## src/rtl/serial_subtractor_if.sv

```systemverilog
`default_nettype none
// serial_subtractor_if: start/busy/done handshake and operand/result bus
// for the bit-serial subtractor.
interface serial_subtractor_if #(
  parameter int WIDTH = 8
);
  logic             start;
  logic [WIDTH-1:0] a;
  logic [WIDTH-1:0] b;
  logic             busy;
  logic             done;
  logic [WIDTH-1:0] diff;
  logic             borrow_out;

  modport master (
    output start, a, b,
    input  busy, done, diff, borrow_out
  );

  modport slave (
    input  start, a, b,
    output busy, done, diff, borrow_out
  );
endinterface
`default_nettype wire

```

## src/rtl/serial_subtractor.sv

```systemverilog
`default_nettype none
// serial_subtractor: LSB-first bit-serial a - b using one full-subtractor
// cell and a borrow flop; result held from done until the next done.
module serial_subtractor #(
  parameter int WIDTH = 8
) (
  input  wire logic             clk,
  input  wire logic             rst_n,
  serial_subtractor_if.slave    bus
);
  localparam int CNT_W = $clog2(WIDTH + 1);

  localparam logic [1:0] S_IDLE = 2'd0;
  localparam logic [1:0] S_RUN  = 2'd1;
  localparam logic [1:0] S_DONE = 2'd2;

  logic [1:0]       r_state;
  logic [WIDTH-1:0] r_a_sr;
  logic [WIDTH-1:0] r_b_sr;
  logic [WIDTH-1:0] r_diff_sr;
  logic             r_borrow;
  logic [CNT_W-1:0] r_cnt;
  logic             r_busy;
  logic             r_done;
  logic [WIDTH-1:0] r_diff;
  logic             r_borrow_out;

  logic             w_ai;
  logic             w_bi;
  logic             w_d;
  logic             w_br_next;
  logic [WIDTH-1:0] w_diff_next;

  assign w_ai        = r_a_sr[0];
  assign w_bi        = r_b_sr[0];
  assign w_d         = w_ai ^ w_bi ^ r_borrow;
  assign w_br_next   = (~w_ai & w_bi) | (~(w_ai ^ w_bi) & r_borrow);
  assign w_diff_next = {w_d, r_diff_sr[WIDTH-1:1]};

  always_ff @(posedge clk or negedge rst_n) begin
    if (!rst_n) begin
      r_state      <= S_IDLE;
      r_a_sr       <= '0;
      r_b_sr       <= '0;
      r_diff_sr    <= '0;
      r_borrow     <= 1'b0;
      r_cnt        <= '0;
      r_busy       <= 1'b0;
      r_done       <= 1'b0;
      r_diff       <= '0;
      r_borrow_out <= 1'b0;
    end else begin
      r_done <= 1'b0;
      case (r_state)
        S_IDLE, S_DONE: begin
          // The DONE cycle accepts a new start so back-to-back runs leave no gap.
          if (bus.start) begin
            r_a_sr    <= bus.a;
            r_b_sr    <= bus.b;
            r_diff_sr <= '0;
            r_borrow  <= 1'b0;
            r_cnt     <= '0;
            r_busy    <= 1'b1;
            r_state   <= S_RUN;
          end else begin
            r_state <= S_IDLE;
          end
        end
        S_RUN: begin
          r_diff_sr <= w_diff_next;
          r_a_sr    <= r_a_sr >> 1;
          r_b_sr    <= r_b_sr >> 1;
          r_borrow  <= w_br_next;
          r_cnt     <= r_cnt + 1'b1;
          if (r_cnt == CNT_W'(WIDTH - 1)) begin
            r_diff       <= w_diff_next;
            r_borrow_out <= w_br_next;
            r_done       <= 1'b1;
            r_busy       <= 1'b0;
            r_state      <= S_DONE;
          end
        end
        default: begin
          r_busy  <= 1'b0;
          r_state <= S_IDLE;
        end
      endcase
    end
  end

  assign bus.busy       = r_busy;
  assign bus.done       = r_done;
  assign bus.diff       = r_diff;
  assign bus.borrow_out = r_borrow_out;
endmodule
`default_nettype wire

```

## src/flat_wrapper.sv

```systemverilog
// flat-port wrapper written by rule: the top's interface ports become plain ports
module serial_subtractor_flat 
#(
  parameter int WIDTH = 8
)
  (clk, rst_n, bus_start, bus_a, bus_b, bus_busy, bus_done, bus_diff, bus_borrow_out);
  serial_subtractor_if #(.WIDTH(WIDTH)) bus_i ();
  input  wire logic clk;
  input  wire logic rst_n;
  input wire logic [$bits(bus_i.start)-1:0] bus_start;
  input wire logic [$bits(bus_i.a)-1:0] bus_a;
  input wire logic [$bits(bus_i.b)-1:0] bus_b;
  output wire logic [$bits(bus_i.busy)-1:0] bus_busy;
  output wire logic [$bits(bus_i.done)-1:0] bus_done;
  output wire logic [$bits(bus_i.diff)-1:0] bus_diff;
  output wire logic [$bits(bus_i.borrow_out)-1:0] bus_borrow_out;
  assign bus_i.start = bus_start;
  assign bus_i.a = bus_a;
  assign bus_i.b = bus_b;
  assign bus_busy = bus_i.busy;
  assign bus_done = bus_i.done;
  assign bus_diff = bus_i.diff;
  assign bus_borrow_out = bus_i.borrow_out;
  serial_subtractor #(.WIDTH(WIDTH)) u_core (.clk(clk), .rst_n(rst_n), .bus(bus_i));
endmodule
```

## config.mk

```make
export PLATFORM = sky130hd
export DESIGN_NAME = serial_subtractor_flat
export DESIGN_NICKNAME = d
export VERILOG_FILES = /design/src/rtl/serial_subtractor_if.sv /design/src/rtl/serial_subtractor.sv /design/src/flat_wrapper.sv
export SDC_FILE = /design/constraint.sdc
export NUM_CORES = 1
export LEC_CHECK = 0
export ABC_AREA = 1
export ABC_CLOCK_PERIOD_IN_PS = 2280
export BUFFER_PORTS_ARGS = -buffer_cell sky130_fd_sc_hd__clkbuf_2
export CAP_MARGIN = 20
export CORE_AREA = 2 2 67 69
export CTS_CLUSTER_SIZE = 8
export DETAILED_ROUTE_END_ITERATION = 10
export DIE_AREA = 0 0 69 71
export GPL_TIMING_DRIVEN = 0
export SYNTH_ARGS = -nofsm -noshare
export SYNTH_HDL_FRONTEND = slang
export SYNTH_SLANG_ARGS = --single-unit
```

## constraint.sdc

```tcl
create_clock -name clk -period 2.28 [get_ports clk]
set_input_delay 0.228 -clock clk [delete_from_list [all_inputs] [get_ports clk]]
set_output_delay 0.228 -clock clk [all_outputs]
set_load 0.01 [all_outputs]
```

## Word-level counts from Yosys, hierarchy flattened

Index checks and enable logic that the tools add are counted.

- Register bits after elaboration: 42
- Logic and storage cells: 47
- Output and inout bits: 11

- $add $sub $neg: 1
- Mux-type cells: 18
- Reduce and logical (&&, ||, !) cells: 6
- Bitwise logic cells: 7
- Equality and inequality tests: 5

Operators by type and width:

| kind | count |
|---|---|
| case mux 8 bit (2 select lines) | 3 |
| 2-to-1 mux 8 bit | 3 |
| case mux 4 bit (2 select lines) | 1 |
| 2-to-1 mux 1 bit | 6 |
| AND reduction 2 bit | 3 |
| adder 4 x 1 -> 4 bit (second input constant) | 1 |
| equality test 4 x 3 -> 1 bit (second input constant) | 1 |
| 2-to-1 mux 4 bit | 1 |
| case mux 1 bit (2 select lines) | 2 |
| case mux 2 bit (2 select lines) | 1 |
| bitwise AND 1 bit | 2 |
| equality test 2 x 1 -> 1 bit (second input constant) | 1 |
| equality test 2 bit (second input constant) | 1 |
| zero test 2 bit | 1 |
| 2-to-1 mux 2 bit | 1 |
| != test 2 x 1 -> 1 bit (second input constant) | 1 |
| != test 2 bit (second input constant) | 1 |
| inverter 1 bit | 2 |
| nonzero test 2 bit | 1 |
| OR reduction 2 bit | 1 |
| bitwise XOR 1 bit | 2 |
| bitwise OR 1 bit | 1 |

## Logic depth before layout (Yosys ltp)

Gate-level depths: netlist (run 1).

- Word-level depth: 5
- Depth in mapped cells: 7
- Depth with buffers taken out: 6

## Worst setup path before layout (run 1)

Ideal clock, no wire load.

- Path type: reg-to-reg
- From: register u_core.r_cnt[0]
- To: register u_core.r_diff[0] (netlist: u_core.bus.diff[0])
- Library setup time: 117 ps
- Stages on the path, launching flop included: 8
- Setup slack: 1005 ps
- Path buffers: 1
- Arrival time: 1158 ps
- Required time: 2163 ps
- Path through: dfrtp_1 -> ha_1 -> nand2_1 -> nor2_4 -> nand2_1 -> buf_2 -> nand2_1 -> nand2_1

- Cells in the longest elaborated chain, start to end: 2

Ends and longest elaborated chain:

| element | RTL line | RTL |
|---|---|---|
| from (decl) | serial_subtractor.sv:22 | `logic [CNT_W-1:0] r_cnt;` |
| from (signal assigned) | serial_subtractor.sv:74 | `r_cnt <= r_cnt + 1'b1;` |
| equality test 4 x 3 -> 1 bit | serial_subtractor.sv:75 | `if (r_cnt == CNT_W'(WIDTH - 1)) begin` |
| AND reduction 2 bit (no line) | n/a |  |
| to (signal assigned) | serial_subtractor.sv:76 | `r_diff <= w_diff_next;` |
| to (decl) | serial_subtractor.sv:25 | `logic [WIDTH-1:0] r_diff;` |

Every way passes these cells.
A chain may end at the register's enable or synchronous reset.

## Final worst setup path (run 1)

- From: register u_core.r_cnt[0]
- To: register u_core.r_diff[4] (netlist: u_core.bus.diff[4])

Same word-level chain as after synthesis.

==> summary.txt, run 1 <==
Die Ht: 71 um
Seq/Total Area, Yosys: 56.9%
LEAKAGE: 1.23 nW
Sink Count: 41
Clock transition at path regs: 70 ps
Top_reg_cell synth: dfrtp_1
Wirelength per Cell: 10.7 um
Most used cell, CP: nand2_1
Setup WS pre-CTS: 785 ps
CTS root buffer: clkbuf_8
Initial core utilization: 42.9%
Syn Inst Count: 219
Finish-stage setup viols: 0
Peak supply drop: 503 uV
Number of synthesized register bits: 41
H-tree depth: 2
Final Cycle Share: 64.5%
Syn Nets: 240
Worst R2R Setup Slack: 810 ps
Slew HR: 76.6%
First-pass detailed-route iteration total: 4
PwrDens: 1340 nW/um^2
Cell with the most instances after synthesis: nand2_1
Worst Skew: 3.45 ps
Vias in the first global route: 1296
DR vias: 1384
Routed vias/inst: 4.48
Clk Latency, worst-skew pair: 290 ps
Critical Path Start Type: register
Post-synth EDFFs: 0
CP required: 2460 ps
Io pins: 30
Setup CP Type: register to register
FFs w/ async S/R, synth: 100%
GRT Total Usage: 15.1%
Drt drc: 0
Crit-path max FO: 10
Nets: 278
Tmin final: 1470 ps
Post-synth cell types: 21
Iter 0 DRT Violations: 45
RSZ-0062 raised after global routing: no
Fin cells: 309
Setup slack after layout: 811 ps
Ratio of cells with drive above 1 in the final layout: 19.5%
First-pass GRT wire length: 5830 um
Final Slew Violations: 0
Total Power: 0.00285 W
Cells along the critical path: ha_1, nand2_1, nor2_4, nand2_1, buf_2, nand2_1, nand2_1
Outcome: finished, final reports clean
Horiz. Die Dim: 69 um
Synth top area share: 56.9%
Slowest cell delay on critical path: 410 ps
Die Area: 4900 sq um
Fmax: 0.681 GHz
Post-Syn Area: 1800 sq um
Layout area overhead: 18.1%
Ant. Diodes: 0
Max Buffers Root-to-Sink: 2
Main area contributors after synthesis: dfrtp_1 (57%), nand2_1 (22%), inv_1 (5.8%), nand3_1 (3.3%), o22ai_1 (2.4%)
Crit. End Element: register
Site Rows: 24
Antenna viol nets, final: 0
RD Place Congestion: 0.754
Yosys warns: 0
I/O Buffers: 29
Total grt overflow: 0
WL final: 3320 um
Syn Area/Cell: 8.24 sq um
Hpwl dp: 2320 um
Worst-Margin Slew: 351 ps
Arr. time, crit path: 1650 ps
Initial antenna violation count: 0
Final Hold Fails: 0
Core box area: 4200 sq um
Placed Cells: 300
Fin Setup TNS: 0 ps
Post-synth top area cell: dfrtp_1
Largest net degree at the start of global routing: 42
Hold Path Class: input pin to register
Slowest CP cell: dfrtp_1
Fill cells: 437
Max cap viols: 0
CTS tree: built
Number of buffers created by CTS: 5
Top cells by count, synth: nand2_1 (108), dfrtp_1 (41), inv_1 (28)
==> cells by family after synthesis <==
| family | Yosys count | synth area share, % |
|---|---|---|
| and+or+nand+nor | 130 | 29.6 |
| DFF | 41 | 56.9 |
| buffers and inverters | 36 | 8.46 |
| AOI/OAI and AO/OA | 10 | 3.26 |
| adders and majority gates | 2 | 1.80 |
==> repair_timing <==
item | 4_1_cts | 5_1_grt
hold buffers | 0 | 1
endpoints found under the hold margin | 0 | 11
buffers inserted | 0 | 0
gates resized for setup | 0 | 0
==> stage by stage <==
| step | cell area (sq um) | hold slack, ps | util (%) |
|---|---|---|---|
| CTS | 2100 | 128 | 50.0 |
| global placement | 2010 | 428 | 47.9 |
| floorplan | 1800 | -67.6 | - |
| global route | 2130 | 135 | 50.7 |
| detailed placement | 2010 | 432 | 47.9 |
| finish | 2130 | 137 | 50.7 |
==> layer usage <==
metal | track usage (%) | up-vias | routed length (um)
met5 | 0 | - | 0
met3 | 4.42 | 4 | 149
li1 | - | 736 | -
met4 | 5.23 | 0 | 55
met2 | 26.1 | 26 | 1580
met1 | 18.1 | 618 | 1540
==> power by group <==
| part | total (W) | internal (W) | switching, W | leakage [nW] |
|---|---|---|---|---|
| registers | 0.00125 | 0.00105 | 0.000192 | 0.517 |
| clock network | 0.000471 | 0.000240 | 0.000231 | 0.0443 |
| logic | 0.00114 | 0.000442 | 0.000696 | 0.665 |
| total | 0.00285 | 0.00174 | 0.00112 | 1.23 |
==> final timing paths <==
kind | startpoint | end | cells past startpoint
min in group asynchronous | rst_n | u_core.bus.diff[1] | 2
hold reg to reg | u_core.bus.diff[2] | u_core.bus.diff[2] | 2
setup reg to reg | u_core.r_cnt[0] | u_core.bus.diff[4] | 7
setup / recovery | u_core.r_cnt[0] | u_core.bus.diff[4] | 7
hold / removal | bus_b[7] | u_core.r_b_sr[7] | 3
max in group asynchronous | rst_n | u_core.r_cnt[0] | 3
==> worst max-delay path: cells and delay by family, from the launching register on <==
family                   cells  cell delay [ps]
AND/OR/NAND/NOR              5              560
flip-flops                   1              410
adder cells (fa/ha/maj)      1              210
buffers and inverters        1              190
==> cell usage in the layout, fill, tap and decap left out, types with 2 or more instances in the layout <==
cell type,n
buf_2,3
inv_1,28
nand2_1,108
buf_4,3
nor2_2,2
nand3_1,12
clkbuf_2,29
a21oi_1,2
o22ai_1,7
dfrtp_1,41
nor2_1,2
clkbuf_8,6
==> final cells by class <==
class	instances	area [sq um]	share of cell area, %
inverter	30	115	5.40
sequential	41	1030	48.2
tap	52	65.1	3.05
clock buffer	7	86.3	4.05
timing repair buffer	31	175	8.22
multi-input combinational	142	626	29.4
buffer	6	37.5	1.76
==> registers in the layout (all words and copies together) (netlist names) <==
signal / count
u_core.r_state: 2
u_core.r_b_sr: 8
u_core.r_cnt: 4
u_core.bus.busy: 1
u_core.bus.borrow_out: 1
u_core.r_borrow: 1
u_core.r_a_sr: 8
u_core.r_diff_sr: 7
u_core.bus.done: 1
u_core.bus.diff: 8
Power figures use the tool's default switching activity.
==> run 2: changes to the inputs <==
--- a/config.mk
+++ b/config.mk
@@ -6,7 +6,7 @@
 export NUM_CORES = 1
 export LEC_CHECK = 0
 export ABC_AREA = 1
-export ABC_CLOCK_PERIOD_IN_PS = 2280
+export ABC_CLOCK_PERIOD_IN_PS = 1400
 export BUFFER_PORTS_ARGS = -buffer_cell sky130_fd_sc_hd__clkbuf_2
 export CAP_MARGIN = 20
 export CORE_AREA = 2 2 67 69
==> constraint.sdc (replaced) <==
create_clock -name clk -period 1.4 [get_ports clk]
set_input_delay 0.14 -clock clk [delete_from_list [all_inputs] [get_ports clk]]
set_output_delay 0.14 -clock clk [all_outputs]
set_load 0.01 [all_outputs]
==> summary.txt, run 2 (synthesized netlist as in run 1, its figures left out) <==
Die Ht: 71 um (unchanged)
Final Cycle Share: 91.0% (+27 points)
Final Hold Fails: 0 (unchanged)
Clk Latency, worst-skew pair: 280 ps (about the same)
Arr. time, crit path: 1450 ps (-200 ps)
Io pins: 30 (unchanged)
Most used cell, CP: nand2_1
Max Buffers Root-to-Sink: 2 (unchanged)
Iter 0 DRT Violations: 63 (+40%)
Worst Skew: 2.59 ps (-0.856 ps)
Worst-Margin Slew: 338 ps (-12.9 ps)
LEAKAGE: 1.25 nW (+1.7%)
Die Area: 4900 sq um (unchanged)
Worst R2R Setup Slack: 130 ps (-680 ps)
DR vias: 1404 (+1.4%)
Crit-path max FO: 10 (unchanged)
Fmax: 0.785 GHz (+15%)
RSZ-0062 raised after global routing: no
Drt drc: 0 (unchanged)
Ratio of cells with drive above 1 in the final layout: 21.8% (+2.4 points)
GRT Total Usage: 15.2% (+0.15 points)
CP required: 1580 ps (-880 ps)
Total grt overflow: 0 (unchanged)
Max cap viols: 0 (unchanged)
Hpwl dp: 2320 um (unchanged)
Site Rows: 24 (unchanged)
PwrDens: 2190 nW/um^2 (+64%)
Initial antenna violation count: 0 (unchanged)
Slowest cell delay on critical path: 460 ps (+50 ps)
Hold Path Class: input pin to register
First-pass GRT wire length: 5880 um (+0.82%)
Antenna viol nets, final: 0 (unchanged)
Routed vias/inst: 4.49 (+0.15%)
I/O Buffers: 29 (unchanged)
Cells along the critical path: inv_2, nand2_1, nand2_4, inv_4, buf_4, nand2_1, nand2_1
Tmin final: 1270 ps (-195 ps)
RD Place Congestion: 0.754 (unchanged)
Vias in the first global route: 1303 (+0.54%)
Crit. End Element: register
Sink Count: 41 (unchanged)
First-pass detailed-route iteration total: 4 (unchanged)
Commonest cells after routing, fill and taps aside: nand2_1 (107), dfrtp_1 (40), clkbuf_2 (29)
Nets: 282 (+1.4%)
CP delay by family, top: flip-flops
Setup CP Type: register to register
Number of buffers created by CTS: 5 (unchanged)
Ant. Diodes: 0 (unchanged)
Clock transition at path regs: 70 ps (about the same)
Wirelength per Cell: 10.9 um (+1.3%)
CTS tree: built
WL final: 3410 um (+2.6%)
Outcome: finished, final reports clean
Finish-stage setup viols: 0 (unchanged)
CTS root buffer: clkbuf_8
Core box area: 4200 sq um (unchanged)
Crit path buffers/inverters: 3 (+2)
Critical Path Start Type: register
Slew HR: 77.5% (+0.89 points)
Initial core utilization: 42.9% (unchanged)
Hold Slack: 48.4 ps (-88.4 ps)
Largest net degree at the start of global routing: 42 (unchanged)
Peak supply drop: 817 uV (+63%)
Most common cell after layout, fill and taps aside: nand2_1
Horiz. Die Dim: 69 um (unchanged)
H-tree depth: 2 (unchanged)
Layout area overhead: 20.8%
Final Slew Violations: 0 (unchanged)
Util after Layout: 51.8% (+1.2 points)
Slowest CP cell: dfrtp_2
==> run 2: stage by stage <==
step           total power (W)  setup TNS, ps  setup WS (ps)  std cells  instance area [sq um]
2_1_floorplan          0.00338              0            125        219                   1800
3_3_place_gp           0.00388           -521          -67.0        300                   2010
3_5_place_dp           0.00395           -700          -94.5        300                   2010
4_1_cts                0.00475              0           23.8        308                   2110
5_1_grt                0.00526              0           12.9        313                   2180
6_report               0.00478              0            126        313                   2180
==> run 2: tightest hold or removal path, cell delays in order <==
cell and delay (ps):
clkbuf_2 70, nand2_1 40, nand2_1 50
==> run 2: path summary, 6_finish.rpt <==
check	start	to	cells after the start
min in group asynchronous	rst_n	u_core.bus.diff[1]	2
worst min-delay path	bus_b[7]	u_core.r_b_sr[7]	3
worst max register to register	u_core.r_state[0]	u_core.r_cnt[2]	7
worst min register to register	u_core.bus.diff[2]	u_core.bus.diff[2]	2
max in group asynchronous	rst_n	u_core.r_b_sr[7]	3
worst max-delay path	u_core.r_state[0]	u_core.r_cnt[2]	7
==> run 2: layout make-up <==
class                   instances  area (sq um)
fillers                       434          2020
flip-flops and latches         41          1030
multi-input cells             142           641
repair buffers                 35           205
inverters                      30           115
clock buffers                   7          86.3
well taps                      52          65.1
plain buffers                   6          40.0
==> run 2: per-layer routing <==
layer / part of all wire (%) / routed length [um] / up-vias / global-route usage [%]
met4: 1.6 / 55 / 0 / 5.23
met5: 0 / 0 / - / 0
met1: 45 / 1540 / 631 / 18.1
met3: 4.6 / 158 / 4 / 4.42
met2: 48 / 1650 / 28 / 26.6
li1: - / - / 741 / -
==> run 2: repair_timing <==
item,in CTS,in global routing
pin swaps,1,0
resized for setup,0,7
hold buffers,0,1
buffers inserted,1,3
hold endpoints to repair,0,11
endpoints found under the setup margin,10,20
==> run 2: power breakdown <==
group	switching, W	leakage, nW	internal, W
combinational	0.00117	0.686	0.000801
clock	0.000378	0.0443	0.000391
sequential	0.000317	0.516	0.00172
total	0.00187	1.25	0.00291
==> run 3: changes to the inputs <==
--- a/config.mk
+++ b/config.mk
@@ -9,11 +9,15 @@
 export ABC_CLOCK_PERIOD_IN_PS = 1400
 export BUFFER_PORTS_ARGS = -buffer_cell sky130_fd_sc_hd__clkbuf_2
 export CAP_MARGIN = 20
-export CORE_AREA = 2 2 67 69
-export CTS_CLUSTER_SIZE = 8
+export CELL_PAD_IN_SITES_DETAIL_PLACEMENT = 1
+export CELL_PAD_IN_SITES_GLOBAL_PLACEMENT = 1
+export CORE_AREA = 2 2 70 72
+export CTS_CLUSTER_DIAMETER = 100
+export CTS_CLUSTER_SIZE = 16
 export DETAILED_ROUTE_END_ITERATION = 10
-export DIE_AREA = 0 0 69 71
+export DIE_AREA = 0 0 72 74
 export GPL_TIMING_DRIVEN = 0
+export PLACE_DENSITY_LB_ADDON = 0.1
 export SYNTH_ARGS = -nofsm -noshare
 export SYNTH_HDL_FRONTEND = slang
 export SYNTH_SLANG_ARGS = --single-unit
==> summary.txt, run 3 (synthesized netlist as in run 1, its figures left out) <==
GR Util met2: 28.2% (+1.6 points)
Tmin final: 1280 ps (+7.54 ps)
Fmax: 0.780 GHz (-0.59%)
I/O Buffers: 29 (unchanged)
Net Sw Power: 0.00191 W (+2.3%)
Most used cell, CP: nand2_1
Sink Count: 41 (unchanged)
PwrDens: 2190 nW/um^2 (about the same)
Vias in the first global route: 1440 (+11%)
CTS tree: built
CTS root buffer: clkbuf_8
Clk Latency, worst-skew pair: 290 ps (about the same)
LEAKAGE: 1.23 nW (-0.99%)
Crit-path max FO: 10 (unchanged)
Hpwl dp: 2630 um (+13%)
Int Power: 0.00285 W (-2.1%)
Met1 Use GR: 19.3% (+1.2 points)
Wirelength per Cell: 12.1 um (+11%)
Final instance area: 2170 sq um (-0.34%)
Most common cell after layout, fill and taps aside: nand2_1
Top Usage Layer GRT: met2
Hold Path Class: input pin to register
WL final: 3800 um (+12%)
Sequential fraction of design power: 43.3% (+0.7 points)
Die Area: 5330 sq um (+8.8%)
Clock transition at path regs: 70 ps (about the same)
Final Hold Fails: 0 (unchanged)
Commonest cells after routing, fill and taps aside: nand2_1 (107), dfrtp_1 (39), clkbuf_2 (29)
Area of the multi-input gates: 641 sq um (unchanged)
RSZ-0062 raised after global routing: no
Peak supply drop: 638 uV (-22%)
Placed Cells: 302 (+0.67%)
GRT Total Usage: 16.4% (+1.1 points)
Final Cycle Share: 91.6% (+0.54 points)
Final Slew Violations: 0 (unchanged)
Worst-Margin Slew: 541 ps (+203 ps)
Outcome: finished, final reports clean
Max Buffers Root-to-Sink: 2 (unchanged)
Largest net degree at the start of global routing: 42 (unchanged)
Layout area overhead: 20.4%
Drt drc: 0 (unchanged)
Combinational group share of total power: 41.1% (-0.2 points)
H-tree depth: 2 (unchanged)
Crit. End Element: register
Cells along the critical path: ha_2, nand2_2, nor2_4, nand2_1, buf_4, nand2_1, nand2_1
Initial core utilization: 39.2% (-3.7 points)
Fin cells: 314 (+0.32%)
Slew HR: 64.0% (-14 points)
Met3 Usage GRT: 4.74% (+0.33 points)
Slowest CP cell: dfrtp_1
Setup CP Type: register to register
RD Place Congestion: 0.722 (-4.1%)
Number of buffers created by CTS: 5 (unchanged)
Die Ht: 74 um (+4.2%)
Critical Path Start Type: register
Io pins: 30 (unchanged)
Sw frac: 40.1% (+1.0 points)
First-pass detailed-route iteration total: 3 (-1)
DP Area: 2020 sq um (+0.12%)
Site Rows: 25 (+4.2%)
Total grt overflow: 0 (unchanged)
Arr. time, crit path: 1470 ps (+20 ps)
Iter 0 DRT Violations: 76 (+21%)
Worst Skew: 3.76 ps (+1.17 ps)
Antenna viol nets, final: 0 (unchanged)
Slowest cell delay on critical path: 400 ps (-60 ps)
DR vias: 1444 (+2.8%)
First-pass GRT wire length: 6620 um (+13%)
Core box area: 4600 sq um (+9.4%)
Ratio of cells with drive above 1 in the final layout: 21.2% (-0.69 points)
Max cap viols: 0 (unchanged)
Register area: 1030 sq um (+0.12%)
Initial antenna violation count: 0 (unchanged)
Routed vias/inst: 4.60 (+2.5%)
Finish-stage setup viols: 0 (unchanged)
Horiz. Die Dim: 72 um (+4.3%)
Ant. Diodes: 0 (unchanged)
Power share of the clock group: 15.6% (-0.5 points)
CP required: 1590 ps (about the same)
Nets: 280 (-0.71%)
Fill cells: 576 (+33%)
Hold Slack: 41.6 ps (-6.84 ps)
==> run 3: changes by cell type in the layout (fill, tap and decap cells not counted), sizes merged <==
cell,before,now
buf,11,8
clkbuf,36,38
==> run 3: cell type report <==
| type | count | area share (%) |
|---|---|---|
| timing repair buffer | 33 | 9.10 |
| inverter | 30 | 5.30 |
| sequential | 41 | 47.4 |
| tap | 54 | 3.11 |
| buffer | 6 | 1.96 |
| clock buffer | 8 | 3.69 |
| multi-input combinational | 142 | 29.5 |
==> run 3: what timing repair did <==
action / in CTS / in global routing
buffers inserted: 1 / 1
hold buffers: 0 / 1
cloned: 0 / 0
resized for setup: 1 / 8
pin swaps: 1 / 0
hold endpoints to repair: 0 / 19
endpoints found under the setup margin: 17 / 22
==> run 3: worst paths after layout <==
check | startpoint | to | slack, ps | cells past startpoint
max | u_core.r_cnt[1] | u_core.bus.diff[0] | 120 | 7
min reg2reg | u_core.bus.diff[4] | u_core.bus.diff[4] | 470 | 2
max reg2reg | u_core.r_cnt[1] | u_core.bus.diff[0] | 120 | 7
max in group asynchronous | rst_n | u_core.r_cnt[0] | 530 | 3
min | bus_a[7] | u_core.r_a_sr[7] | 40 | 3
min in group asynchronous | rst_n | u_core.bus.diff[2] | 370 | 2
==> run 3: power groups by stage <==
stage / Clock, W / Combinational (W) / Sequential (W)
2_1_floorplan: 0 / 0.00132 / 0.00207
3_3_place_gp: 0 / 0.00189 / 0.00204
3_5_place_dp: 0 / 0.00195 / 0.00206
4_1_cts: 0.000786 / 0.00196 / 0.00206
5_1_grt: 0.000827 / 0.00230 / 0.00214
6_report: 0.000743 / 0.00195 / 0.00206
==> run 3: metrics by stage <==
step           TNS [ps]  setup slack [ps]  util, %  total power [W]
3_5_place_dp      -1090              -137     43.9          0.00401
3_3_place_gp       -828             -98.5     43.9          0.00392
2_1_floorplan         0               125        -          0.00338
5_1_grt               0              2.61     47.2          0.00526
6_report              0               118     47.2          0.00476
4_1_cts               0              10.1     45.9          0.00480
==> run 3: metal layers <==
metal  vias to the layer above  wire, um
li1                        738         -
met1                       674      1740
met2                        26      1830
met3                         6       164
met4                         0        72
met5                         -         0
==> run 3: worst max-delay path: cells and delay by family, from the launching register on <==
family                   cells  cell delay (ps)
buffers and inverters        1              180
adder cells (fa/ha/maj)      1              220
flip-flops                   1              400
AND/OR/NAND/NOR              5              370
